File: src/rtl/logic_unit_stream.sv
// logic_unit_stream: bitwise logic unit with a valid/ready input handshake
// and a circular output FIFO feeding a valid/ready writeback port.
// Optional feature macro: LOGIC_UNIT_FLAGS_EN stores zero/parity status with
// each result and reports it for the head entry; when it is undefined the
// status ports are present but tied to 0.
module logic_unit_stream #(
  parameter  int In_Data_Width = 8,
  parameter  int Fifo_Depth    = 4,
  localparam int Lvl_Width     = $clog2(Fifo_Depth) + 1
) (
  input  logic                     clk,
  input  logic                     rst,
  input  logic [In_Data_Width-1:0] A,
  input  logic [In_Data_Width-1:0] B,
  input  logic [2:0]               Alu_fun,
  input  logic                     logic_enable,
  output logic                     logic_ready,
  output logic [In_Data_Width-1:0] logic_out,
  output logic                     logic_flag,
  input  logic                     out_ready,
  output logic                     zero_flag,
  output logic                     parity_flag,
  output logic [Lvl_Width-1:0]     logic_level
);

  localparam int Ptr_Width = $clog2(Fifo_Depth);
`ifdef LOGIC_UNIT_FLAGS_EN
  // Entry layout: {parity, zero, result}
  localparam int Entry_Width = In_Data_Width + 2;
`else
  localparam int Entry_Width = In_Data_Width;
`endif

  // Bitwise function selected by the ALU decoder.
  function automatic logic [In_Data_Width-1:0] f_logic(
    input logic [In_Data_Width-1:0] a,
    input logic [In_Data_Width-1:0] b,
    input logic [2:0]               fun
  );
    logic [In_Data_Width-1:0] r;
    case (fun)
      3'b000:  r = a & b;
      3'b001:  r = a | b;
      3'b010:  r = ~(a & b);
      3'b011:  r = ~(a | b);
      3'b100:  r = a ^ b;
      3'b101:  r = ~(a ^ b);
      3'b110:  r = ~a;
      3'b111:  r = a & ~b;
      default: r = {In_Data_Width{1'b0}};
    endcase
    return r;
  endfunction

  // Even-parity helper: XOR reduction of the result.
  function automatic logic f_parity(input logic [In_Data_Width-1:0] d);
    return ^d;
  endfunction

  // Zero detect helper.
  function automatic logic f_zero(input logic [In_Data_Width-1:0] d);
    return (d == {In_Data_Width{1'b0}});
  endfunction

  logic [Entry_Width-1:0]   mem_q [Fifo_Depth];
  logic [Ptr_Width-1:0]     rd_ptr_q, rd_ptr_d;
  logic [Ptr_Width-1:0]     wr_ptr_q, wr_ptr_d;
  logic [Lvl_Width-1:0]     level_q, level_d;
  logic                     ready_s;
  logic                     valid_s;
  logic                     accept_s;
  logic                     pop_s;
  logic [In_Data_Width-1:0] result_s;
  logic [Entry_Width-1:0]   entry_s;
  logic [Entry_Width-1:0]   head_s;

  // Ready and valid depend only on the registered level, so a full FIFO never
  // accepts even when a pop happens in the same cycle.
  assign ready_s  = (level_q < Lvl_Width'(Fifo_Depth));
  assign valid_s  = (level_q != {Lvl_Width{1'b0}});
  assign accept_s = logic_enable && ready_s;
  assign pop_s    = valid_s && out_ready;
  assign result_s = f_logic(A, B, Alu_fun);

`ifdef LOGIC_UNIT_FLAGS_EN
  assign entry_s = {f_parity(result_s), f_zero(result_s), result_s};
`else
  assign entry_s = result_s;
`endif

  // Next-state for pointers (wrap by natural overflow, depth is a power of
  // two) and occupancy level.
  always_comb begin
    rd_ptr_d = rd_ptr_q;
    wr_ptr_d = wr_ptr_q;
    level_d  = level_q;
    if (accept_s) begin
      wr_ptr_d = wr_ptr_q + {{(Ptr_Width-1){1'b0}}, 1'b1};
    end else begin
      wr_ptr_d = wr_ptr_q;
    end
    if (pop_s) begin
      rd_ptr_d = rd_ptr_q + {{(Ptr_Width-1){1'b0}}, 1'b1};
    end else begin
      rd_ptr_d = rd_ptr_q;
    end
    case ({accept_s, pop_s})
      2'b10:   level_d = level_q + {{(Lvl_Width-1){1'b0}}, 1'b1};
      2'b01:   level_d = level_q - {{(Lvl_Width-1){1'b0}}, 1'b1};
      default: level_d = level_q;
    endcase
  end

  // Control state with synchronous active-low reset taking priority.
  always_ff @(posedge clk) begin
    if (!rst) begin
      rd_ptr_q <= {Ptr_Width{1'b0}};
      wr_ptr_q <= {Ptr_Width{1'b0}};
      level_q  <= {Lvl_Width{1'b0}};
    end else begin
      rd_ptr_q <= rd_ptr_d;
      wr_ptr_q <= wr_ptr_d;
      level_q  <= level_d;
    end
  end

  // Storage write at the tail; contents are left alone on reset because the
  // level counter alone decides what is valid.
  always_ff @(posedge clk) begin
    if (rst && accept_s) begin
      mem_q[wr_ptr_q] <= entry_s;
    end
  end

  assign head_s = mem_q[rd_ptr_q];

  // Head outputs come straight from storage and are blanked while empty.
  assign logic_ready = ready_s;
  assign logic_flag  = valid_s;
  assign logic_level = level_q;
  assign logic_out   = valid_s ? head_s[In_Data_Width-1:0] : {In_Data_Width{1'b0}};
`ifdef LOGIC_UNIT_FLAGS_EN
  assign zero_flag   = valid_s ? head_s[In_Data_Width]     : 1'b0;
  assign parity_flag = valid_s ? head_s[In_Data_Width + 1] : 1'b0;
`else
  assign zero_flag   = 1'b0;
  assign parity_flag = 1'b0;
`endif

endmodule

File: config.mk
export PLATFORM = sky130hd
export DESIGN_NAME = logic_unit_stream
export DESIGN_NICKNAME = d
export VERILOG_FILES = /design/src/rtl/logic_unit_stream.sv
export SDC_FILE = /design/constraint.sdc
export NUM_CORES = 1
export LEC_CHECK = 0
export ABC_AREA = 1
export CORE_MARGIN = 10
export CORE_UTILIZATION = 60
export DETAILED_ROUTE_END_ITERATION = 12
export GPL_TIMING_DRIVEN = 0
export PLACE_DENSITY = 0.82
export SETUP_SLACK_MARGIN = 0.1
export SYNTH_ARGS = -nofsm -noshare
export SYNTH_HDL_FRONTEND = slang
export SYNTH_SLANG_ARGS = --single-unit
File: constraint.sdc
create_clock -name clk -period 3.5 [get_ports clk]
set_input_delay 1.05 -clock clk [delete_from_list [all_inputs] [get_ports clk]]
set_output_delay 1.05 -clock clk [all_outputs]
set_load 0.03 [all_outputs]
[Yosys cells after proc, flatten, opt, wreduce, memory -nomap -nowiden]
Memories as Yosys holds them, arrays and structs flattened. A register that Yosys moved wholly into a read port is not among the register bits.
Index checks and enable logic that the tools add are counted.
Word-level totals
  input port bits: 23
  word-level logic and storage cells: 40
  output and inout bits: 15
  bits in registers: 7
  bits in writable memories: 32
  memories: 1
Cells by class
  bitwise operators: 9
  eq/ne operators: 9
  magnitude comparators: 1
  reductions and logical operators: 6
  add/subtract/negate cells: 4
  multiplexer cells: 7
Memory list
  mem_q: words 4, bits a word 8, read ports 1, clocked after Yosys merged registers in 1, write ports 1, line 65  | logic [Entry_Width-1:0] mem_q [Fifo_Depth];
Operator list (number)
  8-bit case mux with 8 select lines: 1
  8-bit inverter: 5
  8-bit AND: 2
  3-bit equality test, second input constant: 4
  8-bit 2-to-1 mux: 1
  8-bit OR: 1
  8-bit bitwise XOR: 1
  3-bit by 2-bit equality test with 1-bit output, second input constant: 2
  3-bit case mux with 2 select lines: 1
  2-bit by 1-bit adder with 2-bit output, second input constant: 2
  2-bit 2-to-1 mux: 2
  3-bit by 1-bit adder with 3-bit output, second input constant: 1
  3-bit by 1-bit equality test with 1-bit output, second input constant: 1
  1-bit logical AND: 3
  3-bit logical NOT: 1
  3-bit less-than comparator, second input constant: 1
  3-bit nonzero test: 1
  3-bit by 1-bit subtractor with 3-bit output, second input constant: 1
  2-bit by 1-bit equality test with 1-bit output, second input constant: 1
  2-bit equality test, second input constant: 1
  1-bit 2-to-1 mux: 2
  2-bit nonzero test: 1

[Longest topological paths before layout]
  word-level depth: 5
  mapped depth: 12
  depth with buffers taken out: 12

[Least setup slack after synthesis]
OpenSTA, ideal clock, no wires.
  path kind: register -> output
  start: register level_q[2] (netlist: logic_level[2])
  end: output logic_out[0]
  arrival: 1.839 ns
  required time: 2.450 ns
  setup slack: 0.611 ns
  buffers on the path: 0
  stages on the path, launching flop included: 5
  path through: dfxtp_1 > inv_1 > nand3_1 > inv_1 > a21oi_1
On the way
  longest elaborated chain between the ends: 2
Ends and longest elaborated chain
  start, declared: line 68  | logic [Lvl_Width-1:0] level_q, level_d;
  start signal, assigned: line 119  | level_q <= {Lvl_Width{1'b0}};
  start signal, assigned: line 123  | level_q <= level_d;
  3-bit nonzero test: line 80  | assign valid_s = (level_q != {Lvl_Width{1'b0}});
  named net logic_flag: line 19  | output logic logic_flag,
  8-bit 2-to-1 mux: line 141  | assign logic_out = valid_s ? head_s[In_Data_Width-1:0] : {In_Data_Width{1'b0}};
  end, declared: line 18  | output logic [In_Data_Width-1:0] logic_out,
The timed path passes the listed nets, and every way through them passes these cells.

==> impl_metrics.json <==
{
  "hold_ws_ps": 477,
  "pin_count": 38,
  "regArea_mm2": 0.00114,
  "ys_seq_elements": 41,
  "r2r_slack_ps": 1430,
  "fill_cells": 354,
  "crit_arrival_ps": 2120,
  "rows": 25,
  "r2r-end": "logic_level[2]",
  "num_antenna_cells": 0,
  "wl_per_cell_um": 15.1,
  "htree_num_levels": 2,
  "yosys.cell_count.top_type": "nor2_1",
  "grt_first_pass_wirelength_um": 10800,
  "dpl.cell_count": 434,
  "startpoint_type": "register",
  "maxCapViolations": 0,
  "worstPathRequired_ps": 2450,
  "wl_um": 6660,
  "ys_async_sr_fraction": 0,
  "ctsResizeCount": 0,
  "post-cts-setup-buffers": 0,
  "outcome": "complete, no violations",
  "die-height_um": 89,
  "die_area_mm2": 0.00792,
  "drt_iter0_markers": 140,
  "post-route-min-period_ps": 3170,
  "core_area_mm2": 0.00466,
  "ys_seq_area_frac": 0.399,
  "grt_max_degree": 14,
  "netlist_top_cells_count": "64 x nor2_1, 50 x inv_1, 41 x nand2_1",
  "portBuffers": 32,
  "setup_viol": 0,
  "synthSimpleGateAreaFrac": 0.287,
  "slew_violations": 0,
  "syn_to_final_growth_pct": 17.5,
  "via_per_inst": 5.51,
  "cts_max_path_buffers": 2,
  "nNetsFinal": 440,
  "cts_root_buf": "clkbuf_8",
  "postPlaceCellArea_mm2": 0.00325,
  "fin_crit_sh": 0.905,
  "layout.cells.non_filler": 442,
  "ant_nets": 0,
  "crit_fanout": 9,
  "synth.distinct_cells": 25,
  "dr_total_vias": 2435,
  "ir_drop_uv": 319,
  "yosys.area.top_type_share": 0.336,
  "avgSynthCellArea_um2": 8.23,
  "p_clk_frac": 0.203,
  "dp_hpwl_um": 4890,
  "die_w_um": 89,
  "cts_tree": "yes",
  "rsz0062_at_grt": "false",
  "drive_gt1_frac": 0.0825,
  "intPower_mw": 1.10,
  "finClkSkew_ps": 9.74,
  "relSlewSlack": 0.457,
  "yosys-mux-area-fraction": 0,
  "ys.flop_type": "edfxtp_1",
  "clock_latency_ps": 290,
  "final_cell_area_mm2": 0.00336,
  "hold_violations": 0,
  "static-leakage-power_nw": 1.54,
  "start_util": 0.613,
  "switching_share": 0.392,
  "synth_top_area_cell": "edfxtp_1",
  "synth_area_mm2": 0.00286,
  "crit_type": "reg2out",
  "grt_use_total": 0.173,
  "reg2regPathDepth": 12,
  "globalplace.congestion": 0.895,
  "synth_edf_count": 32,
  "multi_input_area_mm2": 0.00138,
  "p_comb_frac": 0.456,
  "fmax_mhz": 316,
  "critPathCapture": "logic_out[3]",
  "powerDensity_mw_per_mm2": 539,
  "syn_inst": 347,
  "clkTransAtPathRegs_ps": 80,
  "clock_sinks": 41,
  "grt_overflow": 0,
  "drt_first_pass_iters": 5,
  "p_switching_mw": 0.709,
  "endpoint_kind": "output port",
  "remaining_drc_errors": 0,
  "hold_buffers": 0,
  "grt_pass1_vias": 2331,
  "synth_top_family_by_area": "simple AND/OR/NAND/NOR gates",
  "antenna_found_initial": 0,
  "final_core_util": 0.720,
  "tightest_slew_ps": 811,
  "p_seq_frac": 0.341,
  "yosysWarningCount": 0,
  "synth_compound_area_frac": 0.0604,
  "r2r-start": "logic_level[2]",
  "fin_setup_tns_ps": 0,
  "worst_hold_path_type": "reg2reg",
  "synthXorXnorAreaFrac": 0,
  "synthAdderAreaFrac": 0.134,
  "synthTopCellsByArea": "edfxtp_1 34%, ha_1 13%, nor2_1 8.4%, nand4_1 7.2%, inv_1 6.6%",
  "numCtsBuffers": 5
}
critical path, stage by stage (launching register included):
cell and delay, ps:
dfxtp_1 330, buf_2 220, inv_1 190, nor2_1 130
o21ai_0 100, a21oi_1 160, clkdlybuf4s50_1 700
power groups by stage:
stage | sequential, mW | combinational (mW) | clock (mW)
3_3_place_gp | 0.625 | 0.801 | 0
6_report | 0.616 | 0.825 | 0.368
2_1_floorplan | 0.648 | 0.494 | 0
5_1_grt | 0.623 | 0.893 | 0.391
3_5_place_dp | 0.627 | 0.826 | 0
4_1_cts | 0.616 | 0.829 | 0.372
layout make-up:
| cell class | instances | area share |
|---|---|---|
| multi-input combinational | 237 | 0.412 |
| tap | 54 | 0.0201 |
| inverter | 53 | 0.0608 |
| clock buffer | 6 | 0.0216 |
| timing repair buffer | 32 | 0.0955 |
| sequential | 41 | 0.340 |
| buffer | 17 | 0.0391 |
| clock inverter | 2 | 0.0104 |
worst min-delay path by stage:
stage	startpoint	cells after the start	to
after floorplan	rd_ptr_q[1]	2	register
after global placement	logic_level[0]	1	logic_level[0]
after detailed placement	logic_level[0]	1	logic_level[0]
after CTS	logic_level[0]	1	logic_level[0]
after global routing	logic_level[0]	1	logic_level[0]
final	logic_level[0]	1	logic_level[0]
logic make-up (layout without fill, tap and decap cells):
kind of cell               Yosys count  in the layout
AOI/OAI and AO/OA                   34             34
adders and majority gates           30             30
buffers and inverters               70            110
DFF                                 41             41
other                                1              2
and+or+nand+nor                    171            171
routing by layer:
metal / up-vias / track usage / wire, µm
met2: 112 / 0.303 / 3320
li1: 1237 / - / -
met5: - / 0 / 0
met1: 1082 / 0.209 / 2750
met4: 0 / 0.0665 / 86
met3: 4 / 0.0246 / 505
state kept, by name, summed over array words and instances, names as in the netlist, named ones only:
| signal | count |
|---|---|
| logic_level | 3 |
| mem_q | 32 |
| wr_ptr_q | 2 |
| rd_ptr_q | 2 |
per-stage QoR:
step           power, mW  setup slack, ps
2_1_floorplan       1.14              611
3_3_place_gp        1.43              609
3_5_place_dp        1.45              562
4_1_cts             1.82              327
5_1_grt             1.91              203
6_report            1.81              333
layout by cell type (no fill, tap or decap), types with 2 or more instances in the layout:
cell type        instances
nand4_1                 33
buf_4                    6
nand3_1                 20
conb_1                   2
o21ai_0                 21
buf_6                    5
ha_1                    29
clkbuf_8                 5
edfxtp_1                32
clkdlybuf4s50_1         32
inv_1                   50
nor2_1                  64
dfxtp_1                  9
inv_2                    2
nand2_1                 41
nand3b_1                 8
buf_2                    5
a21oi_1                 12
No activity file was read; power rests on OpenSTA's default activity.
